==> config.mk <==
export PLATFORM = sky130hd
export DESIGN_NAME = dvp_frame_gen_flat
export DESIGN_NICKNAME = d
export VERILOG_FILES = /design/src/rtl/dvp_frame_gen_if.sv /design/src/rtl/dvp_frame_gen.sv /design/src/flat_wrapper.sv
export SDC_FILE = /design/constraint.sdc
export NUM_CORES = 1
export LEC_CHECK = 0
export BUFFER_PORTS_ARGS = -buffer_cell sky130_fd_sc_hd__clkbuf_2
export CORE_ASPECT_RATIO = 0.8
export CORE_UTILIZATION = 45
export DETAILED_ROUTE_END_ITERATION = 10
export PLACE_DENSITY = 0.7
export SLEW_MARGIN = 5
export SYNTH_ARGS = -nofsm -noshare
export SYNTH_HDL_FRONTEND = slang
export SYNTH_SLANG_ARGS = --single-unit
export TNS_END_PERCENT = 30
==> constraint.sdc <==
create_clock -name clk -period 4.05 [get_ports clk]
set_input_delay 0.405 -clock clk [delete_from_list [all_inputs] [get_ports clk]]
set_output_delay 0.405 -clock clk [all_outputs]
set_load 0.05 [all_outputs]
==> src/rtl/dvp_frame_gen_if.sv <==
// DVP capture-side video bus: vsync, href and the pixel byte.
// The master drives all three; the slave only samples them.
interface dvp_frame_gen_if;
   logic       vsync;
   logic       href;
   logic [7:0] pdata;

   modport master (output vsync, href, pdata);
   modport slave  (input  vsync, href, pdata);
endinterface

==> src/rtl/dvp_frame_gen.sv <==
// OV7670-style DVP test-pattern frame generator driving vsync/href/pdata.
// Latency: frame_start one clock after enable is seen at a frame boundary; no backpressure, free-running.
module dvp_frame_gen #(
   parameter int H_PIXELS    = 320,
   parameter int V_LINES     = 240,
   parameter int H_BLANK     = 144,
   parameter int VSYNC_LINES = 3,
   parameter int V_BACK      = 17,
   parameter int V_FRONT     = 10
) (
   input  logic                   clk,
   input  logic                   reset,
   input  logic                   enable,
   input  logic [1:0]             pattern_sel,
   input  logic [7:0]             const_data,
   dvp_frame_gen_if.master        dvp,
   output logic                   frame_start,
   output logic                   frame_done,
   output logic                   busy,
   output logic [15:0]            frame_cnt
);

   localparam int LINE_LEN  = 2 * H_PIXELS + H_BLANK;
   localparam int BYTES     = 2 * H_PIXELS;
   localparam int MAX_VB    = (VSYNC_LINES > V_BACK) ? VSYNC_LINES : V_BACK;
   localparam int MAX_FA    = (V_FRONT > V_LINES) ? V_FRONT : V_LINES;
   localparam int MAX_LINES = (MAX_VB > MAX_FA) ? MAX_VB : MAX_FA;
   localparam int COL_W     = ($clog2(LINE_LEN) > 10) ? $clog2(LINE_LEN) : 10;
   localparam int LN_W      = ($clog2(MAX_LINES) > 9) ? $clog2(MAX_LINES) : 9;

   localparam logic [COL_W-1:0] COL_LAST   = COL_W'(LINE_LEN - 1);
   localparam logic [COL_W-1:0] ACT_BYTES  = COL_W'(BYTES);
   localparam logic [LN_W-1:0]  FRONT_LAST = LN_W'(V_FRONT - 1);

   typedef enum logic [2:0] {IDLE, VSYNC, VBACK, ACTIVE, VFRONT} state_t;

   state_t           state;
   logic [COL_W-1:0] col;
   logic [COL_W-1:0] col_nxt;
   logic [LN_W-1:0]  line;
   logic [LN_W-1:0]  line_nxt;
   logic [LN_W-1:0]  seg_last;
   logic             line_end;
   logic             seg_end;
   logic [1:0]       pat_q;
   logic [7:0]       const_q;

   // col counts clocks inside one line period, line counts line periods inside the current state
   always_comb begin
      seg_last = '0;
      case (state)
         VSYNC:   seg_last = LN_W'(VSYNC_LINES - 1);
         VBACK:   seg_last = LN_W'(V_BACK - 1);
         ACTIVE:  seg_last = LN_W'(V_LINES - 1);
         VFRONT:  seg_last = FRONT_LAST;
         default: seg_last = '0;
      endcase
      line_end = (col == COL_LAST);
      seg_end  = line_end && (line == seg_last);
      col_nxt  = line_end ? '0 : col + 1'b1;
      line_nxt = seg_end ? '0 : (line_end ? line + 1'b1 : line);
   end

   function automatic logic [7:0] pix(input logic [1:0] p, input logic [7:0] k,
                                      input logic [7:0] b, input logic [7:0] y);
      case (p)
         2'd0:    return b;
         2'd1:    return y;
         2'd2:    return k;
         default: return {y[3:0], b[4:1]};
      endcase
   endfunction

   always_ff @(posedge clk) begin
      if (reset) begin
         state       <= IDLE;
         col         <= '0;
         line        <= '0;
         pat_q       <= '0;
         const_q     <= '0;
         dvp.vsync   <= 1'b0;
         dvp.href    <= 1'b0;
         dvp.pdata   <= '0;
         frame_start <= 1'b0;
         frame_done  <= 1'b0;
         busy        <= 1'b0;
         frame_cnt   <= '0;
      end else begin
         frame_start <= 1'b0;
         frame_done  <= 1'b0;
         case (state)
            IDLE: begin
               if (enable) begin
                  state       <= VSYNC;
                  col         <= '0;
                  line        <= '0;
                  pat_q       <= pattern_sel;
                  const_q     <= const_data;
                  frame_start <= 1'b1;
                  dvp.vsync   <= 1'b1;
                  busy        <= 1'b1;
               end
            end
            VSYNC: begin
               col  <= col_nxt;
               line <= line_nxt;
               if (seg_end) begin
                  state     <= VBACK;
                  dvp.vsync <= 1'b0;
               end
            end
            VBACK: begin
               col  <= col_nxt;
               line <= line_nxt;
               if (seg_end) begin
                  state     <= ACTIVE;
                  dvp.href  <= 1'b1;
                  dvp.pdata <= pix(pat_q, const_q, 8'd0, 8'd0);
               end
            end
            ACTIVE: begin
               col  <= col_nxt;
               line <= line_nxt;
               if (seg_end) begin
                  state     <= VFRONT;
                  dvp.href  <= 1'b0;
                  dvp.pdata <= '0;
               end else if (col_nxt < ACT_BYTES) begin
                  dvp.href  <= 1'b1;
                  dvp.pdata <= pix(pat_q, const_q, col_nxt[7:0], line_nxt[7:0]);
               end else begin
                  dvp.href  <= 1'b0;
                  dvp.pdata <= '0;
               end
            end
            VFRONT: begin
               col  <= col_nxt;
               line <= line_nxt;
               // raise frame_done so it is visible during the final VFRONT clock
               if (line_nxt == FRONT_LAST && col_nxt == COL_LAST)
                  frame_done <= 1'b1;
               if (seg_end) begin
                  frame_cnt <= frame_cnt + 16'd1;
                  if (enable) begin
                     state       <= VSYNC;
                     pat_q       <= pattern_sel;
                     const_q     <= const_data;
                     frame_start <= 1'b1;
                     dvp.vsync   <= 1'b1;
                  end else begin
                     state <= IDLE;
                     busy  <= 1'b0;
                  end
               end
            end
            default: state <= IDLE;
         endcase
      end
   end

endmodule

==> src/flat_wrapper.sv <==
// flat-port wrapper written by rule: the top's interface ports become plain ports
module dvp_frame_gen_flat 
#(
   parameter int H_PIXELS    = 320,
   parameter int V_LINES     = 240,
   parameter int H_BLANK     = 144,
   parameter int VSYNC_LINES = 3,
   parameter int V_BACK      = 17,
   parameter int V_FRONT     = 10
)
  (clk, reset, enable, pattern_sel, const_data, frame_start, frame_done, busy, frame_cnt, dvp_vsync, dvp_href, dvp_pdata);
  dvp_frame_gen_if dvp_i ();
  input  logic clk;
  input  logic reset;
  input  logic enable;
  input  logic [1:0] pattern_sel;
  input  logic [7:0] const_data;
  output logic frame_start;
  output logic frame_done;
  output logic busy;
  output logic [15:0] frame_cnt;
  output wire logic [$bits(dvp_i.vsync)-1:0] dvp_vsync;
  output wire logic [$bits(dvp_i.href)-1:0] dvp_href;
  output wire logic [$bits(dvp_i.pdata)-1:0] dvp_pdata;
  assign dvp_vsync = dvp_i.vsync;
  assign dvp_href = dvp_i.href;
  assign dvp_pdata = dvp_i.pdata;
  dvp_frame_gen #(.H_PIXELS(H_PIXELS), .V_LINES(V_LINES), .H_BLANK(H_BLANK), .VSYNC_LINES(VSYNC_LINES), .V_BACK(V_BACK), .V_FRONT(V_FRONT)) u_core (.clk(clk), .reset(reset), .enable(enable), .pattern_sel(pattern_sel), .const_data(const_data), .dvp(dvp_i), .frame_start(frame_start), .frame_done(frame_done), .busy(busy), .frame_cnt(frame_cnt));
endmodule
==> results.toml, run 1 <==
[status]
status = "finished, final reports clean"

[power]
power_density_nw_per_um2 = 334.8
peakVddDrop_uv = 198.7
power_leakage_uw = 0.001461

[timing]
setup-violations-final = 0
whs_ns = 0.2770
fmax_ghz = 0.3229
slew_violations = 0
final.setup.tns_ns = 0
rsz0062_at_grt = "no"
fin_crit_ns = 3.097
fin_crit_sh_pct = 76.46
tightest_slew_ns = 1.007
max_slew_margin_pct = 32.40
fin_skew_ns = 0.01052
finalHoldViolations = 0

[synth]
synth_area_um2 = 3796
yosysWarningCount = 0
synth_fp_nets = 497
synth-edff-count = 0
ys_ff_latch = 61
synth.distinct_cells = 68
synthCells = 480
synth_ff_type = "dfxtp_1"
synth_async_sr_flop_share_pct = 0
syn_avg_cell_area_um2 = 7.909
ys_seq_area_share_pct = 32.17

[cts]
cts_resized = 0
numCtsBuffers = 9
clock-sinks = 61
cts_hold_buf = 0
cts_setup_buffers = 0
clockBufferDepth = 2
tritoncts = "yes"
insertion_delay_ns = 0.35
clk_transition_reported_paths_ns = 0.08
cts-root-buf = "clkbuf_8"
cts_max_level = 3

[global_route]
grt_max_degree = 59
grtUsageTotal_pct = 24.94
grt_pass1_vias = 3401
grt_pass1_wl_um = 17390
antenna_found_initial = 0
grt.overflow.total = 0

[critical_path]
startpoint_type = "flip-flop"
critPathKind = "flip-flop to flip-flop"
cp_max_fo = 14
critPathArrivalTime_ns = 3.36
r2r_cells = 8
crit_path_end_kind = "flip-flop"
regToRegSetupSlack_ns = 0.95
required_ns = 4.32
rr_endpoint = "u_core.dvp.pdata[4]"
reg2reg_from = "u_core.col[0]"

[hold_path]
min_from = "const_data[2]"
holdCritPathClass = "input port to flip-flop"
holdPathStages = 3
min_to = "u_core.const_q[2]"

[route]
drtIter0Drc = 363
wl_per_cell_um = 17.47
vias = 3804
antenna_left = 0
routed_via_density = 6.216
wl_um = 10690
dr.pass1.iters = 5
drc = 0

[cells_and_area]
final_common_cell = "dfxtp_1"
area_delta_synth_final_pct = 12.26
finalCoreUtilization_pct = 52.90
nNetsFinal = 516
n_antenna_cell = 0
fill_cells = 779
multi_input_area_um2 = 2356
mostFrequentLayoutCells = "dfxtp_1, nor2_1, clkbuf_2"
seq_area_um2 = 1221
layout-drive-gt1-share_pct = 17.46

[floorplanning]
rows = 29
coreArea_um2 = 8055
start_util_pct = 47.13
io_pins = 42
die_w_um = 104.7
die_y_um = 84.15
die_area_um2 = 8810

[placement]
post-dp-hpwl_um = 7332
port_buffers = 41
gp_congestion = 0.9081

[job]
max-cap-violations = 0
==> cell usage after synthesis, drive strengths merged (7+ instances only) <==
master	instances	area (um2)
a22oi	7	52.55
clkbuf	24	90.09
buf	15	91.33
o211ai	7	52.55
nand4	14	87.58
nor4	15	162.7
nor3	10	61.31
inv	10	37.54
dfxtp	61	1221
nand3	29	145.1
a21oi	41	209.0
a311oi	9	78.83
and3	7	43.79
nor2	53	198.9
o21ai	29	145.1
nand2	36	137.6
xnor2	28	245.2
==> metrics by stage <==
step / std cells / total power (uW) / cell area, um2 / worst slack [ns]
global route: 612 / 1481 / 4262 / 0.8217
detailed placement: 596 / 738.9 / 4004 / 1.051
finish: 612 / 1427 / 4262 / 0.9534
global placement: 596 / 737.2 / 4004 / 1.189
CTS: 612 / 1437 / 4262 / 1.033
floorplan: 480 / 705.1 / 3796 / 1.699
==> state kept, by name, summed over array words and instances (netlist names) <==
register / cells
u_core.frame_cnt: 16
u_core.frame_done: 1
u_core.frame_start: 1
u_core.dvp.href: 1
u_core.state: 3
u_core.const_q: 8
u_core.col: 10
u_core.dvp.pdata: 8
u_core.busy: 1
u_core.pat_q: 2
u_core.dvp.vsync: 1
u_core.line: 9
==> routing by layer <==
metal / global-route usage [%] / vias to the layer above / part of all wire (%)
met5: 0 / - / 0
met4: 7.939 / 0 / 1.3
met3: 5.978 / 15 / 10
met2: 35.46 / 222 / 42
met1: 36.82 / 1752 / 46
li1: - / 1815 / -
==> power breakdown <==
part | total (uW) | switching, uW | internal [uW]
registers | 627 | 16.3 | 610
clock network | 699 | 256 | 443
logic | 101 | 71.3 | 29.9
total | 1430 | 343 | 1080
==> cell families (layout without fill, tap and decap cells) <==
kind of cell	count (synthesis)	count (layout)	share of synthesized area, %
AOI/OAI and AO/OA	136	136	24.19
xor gates and xnor gates	31	31	7.153
buffers and inverters	50	74	5.867
DFF	61	61	32.17
adders and majority gates	4	4	1.318
and+or+nand+nor	195	195	28.48
muxes	3	3	0.8240
==> worst max-delay path, stage by stage, from the launching register on <==
cell and delay (ns):
dfxtp_1 0.46, ha_1 0.30, nand3_1 0.25, nor3_4 0.46, o221ai_2 0.38, buf_4 0.31
nor2_1 0.42, a311oi_1 0.17, o31ai_1 0.25
==> cell type report <==
| type | instances | area share [%] |
|---|---|---|
| multi-input combinational | 369 | 55.28 |
| clock buffer | 11 | 3.553 |
| clock inverter | 5 | 2.496 |
| timing repair buffer | 47 | 5.872 |
| inverter | 11 | 0.9689 |
| tap | 108 | 3.171 |
| sequential | 61 | 28.66 |
==> how the worst max path moves through the flow <==
stage	cells past startpoint	start	endpoint
2_1_floorplan	8	u_core.col[0]	u_core.frame_done
3_3_place_gp	8	u_core.col[0]	u_core.dvp.pdata[5]
3_5_place_dp	8	u_core.col[0]	u_core.dvp.pdata[4]
4_1_cts	8	u_core.col[0]	u_core.dvp.pdata[4]
5_1_grt	8	u_core.col[0]	u_core.dvp.pdata[4]
6_report	8	u_core.col[0]	u_core.dvp.pdata[4]
(Power assumes the default switching activity.)
==> inputs of run 2 (changes only) <==
==> constraint.sdc (replaced) <==
create_clock -name clk -period 2.9 [get_ports clk]
set_input_delay 0.29 -clock clk [delete_from_list [all_inputs] [get_ports clk]]
set_output_delay 0.29 -clock clk [all_outputs]
set_load 0.05 [all_outputs]
==> results.toml, run 2 (same netlist as run 1, synthesis figures left out) <==
[status]
status = "finished, final reports clean"

[cts]
cts-root-buf = "clkbuf_8"
cts_max_level = 3
clk_transition_reported_paths_ns = 0.07
cts_hold_buf = 0
clockBufferDepth = 2
tritoncts = "yes"
numCtsBuffers = 9
clock-sinks = 61
cts_resized = 0
insertion_delay_ns = 0.35
cts_setup_buffers = 0

[cells_and_area]
top_register = "u_core.frame_cnt"
nNetsFinal = 525
layout-drive-gt1-share_pct = 18.71
fill_cells = 786
final_common_cell = "dfxtp_1"
n_antenna_cell = 0
area_delta_synth_final_pct = 12.36
reg_top3 = "u_core.frame_cnt: 16 flops, u_core.col: 10 flops, u_core.line: 9 flops"
largest_reg_flops = 16
finalCoreUtilization_pct = 52.95
mostFrequentLayoutCells = "dfxtp_1, nor2_1, clkbuf_2"

[timing]
rsz0062_at_grt = "no"
finalHoldViolations = 0
fmax_ghz = 0.3711
tightest_slew_ns = 0.7019
final.setup.tns_ns = 0
fin_skew_ns = 0.009514
slew_violations = 0
max_slew_margin_pct = 52.85
fin_crit_ns = 2.695
setup-violations-final = 0
fin_crit_sh_pct = 92.92

[power]
peakVddDrop_uv = 360.4
power_leakage_uw = 0.001478
power_density_nw_per_um2 = 416.7

[critical_path]
rr_endpoint = "u_core.dvp.href"
critPathKind = "flip-flop to flip-flop"
regToRegSetupSlack_ns = 0.21
cp_max_fo = 12
crit_start = "u_core.state[1]"
critPathArrivalTime_ns = 2.99
crit_path_end_kind = "flip-flop"
critPathCapture = "u_core.dvp.href"
r2r_cells = 6
required_ns = 3.20
startpoint_type = "flip-flop"
reg2reg_from = "u_core.state[1]"

[global_route]
grt_busiest_layer = "met1"
grt_pass1_wl_um = 17210
grt_max_degree = 59
met3_usage_pct = 6.599
grt.overflow.total = 0
grtUsageMet2_pct = 34.56
antenna_found_initial = 0
grtUsageTotal_pct = 24.78
grtUsageMet1_pct = 36.26
grt_pass1_vias = 3371

[route]
wl_um = 10600
drtIter0Drc = 576
routed_via_density = 6.179
drc = 0
antenna_left = 0
dr.pass1.iters = 6
vias = 3837
wl_per_cell_um = 17.07

[floorplanning]
io_pins = 42
rows = 29
die_area_um2 = 8810
die_y_um = 84.15
start_util_pct = 47.13
die_w_um = 104.7
coreArea_um2 = 8055

[job]
max-cap-violations = 0

[placement]
post-dp-hpwl_um = 7621
gp_congestion = 0.9452
port_buffers = 41

[hold_path]
holdCritPathClass = "input port to flip-flop"
## run 2: cell count changes in the layout (fill, tap and decap cells not counted), moves of 2 or more
cell       before  now
buf_4           6   15
bufinv_16       3    1
clkbuf_1        0    2
clkinv_2        0    2
## run 2: metal layers
layer  up-vias  wire length, um
met5         -                0
met3        21             1138
met1      1798             4813
li1       1837                -
met2       181             4423
met4         0              223
## run 2: stage by stage
stage | cells | worst slack (ns) | total power, uW | cell area (um2) | hold WS (ns)
detailed placement | 605 | 0.2549 | 1034 | 4071 | 0.5005
global route | 621 | 0.002448 | 1851 | 4265 | 0.1780
CTS | 621 | 0.2103 | 1795 | 4264 | 0.1676
floorplan | 480 | 0.5493 | 984.7 | 3796 | 0.4377
finish | 621 | 0.2052 | 1778 | 4265 | 0.1685
global placement | 605 | 0.1953 | 1033 | 4071 | 0.4859
## run 2: worst max-delay path: stages, from the launching register on
cell and delay, ns:
dfxtp_1 0.55, or3b_1 0.41, a221oi_1 0.46, o221a_2 0.36
nand2_2 0.14, a21oi_1 0.45, o221a_2 0.28
## run 2: cell type report
class                   count  area [um2]  share of cell area, %
multi-input cells         369        2357                  55.27
clock inverters             4       47.55                  1.115
well taps                 108       135.1                  3.168
repair buffers             56       317.8                  7.451
flip-flops and latches     61        1221                  28.63
clock buffers              12       145.1                  3.403
inverters                  11       41.29                 0.9680
## run 2: report_power, final
group | switching, uW | internal [uW] | total (uW)
logic | 98.5 | 43.1 | 142
clock network | 342 | 418 | 759
registers | 23.9 | 853 | 876
total | 464 | 1310 | 1780
## run 2: how the worst min path moves through the flow
stage                                start                end  slack [ns]  depth (start not counted)
after global placement    u_core.dvp.vsync   u_core.dvp.vsync        0.49                          1
after detailed placement       u_core.busy        u_core.busy        0.50                          2
after CTS                    const_data[3]  u_core.const_q[3]        0.17                          3
after global routing         const_data[6]  u_core.const_q[6]        0.18                          3
final                        const_data[3]  u_core.const_q[3]        0.17                          3
after floorplan              const_data[0]  u_core.const_q[0]        0.44                          2
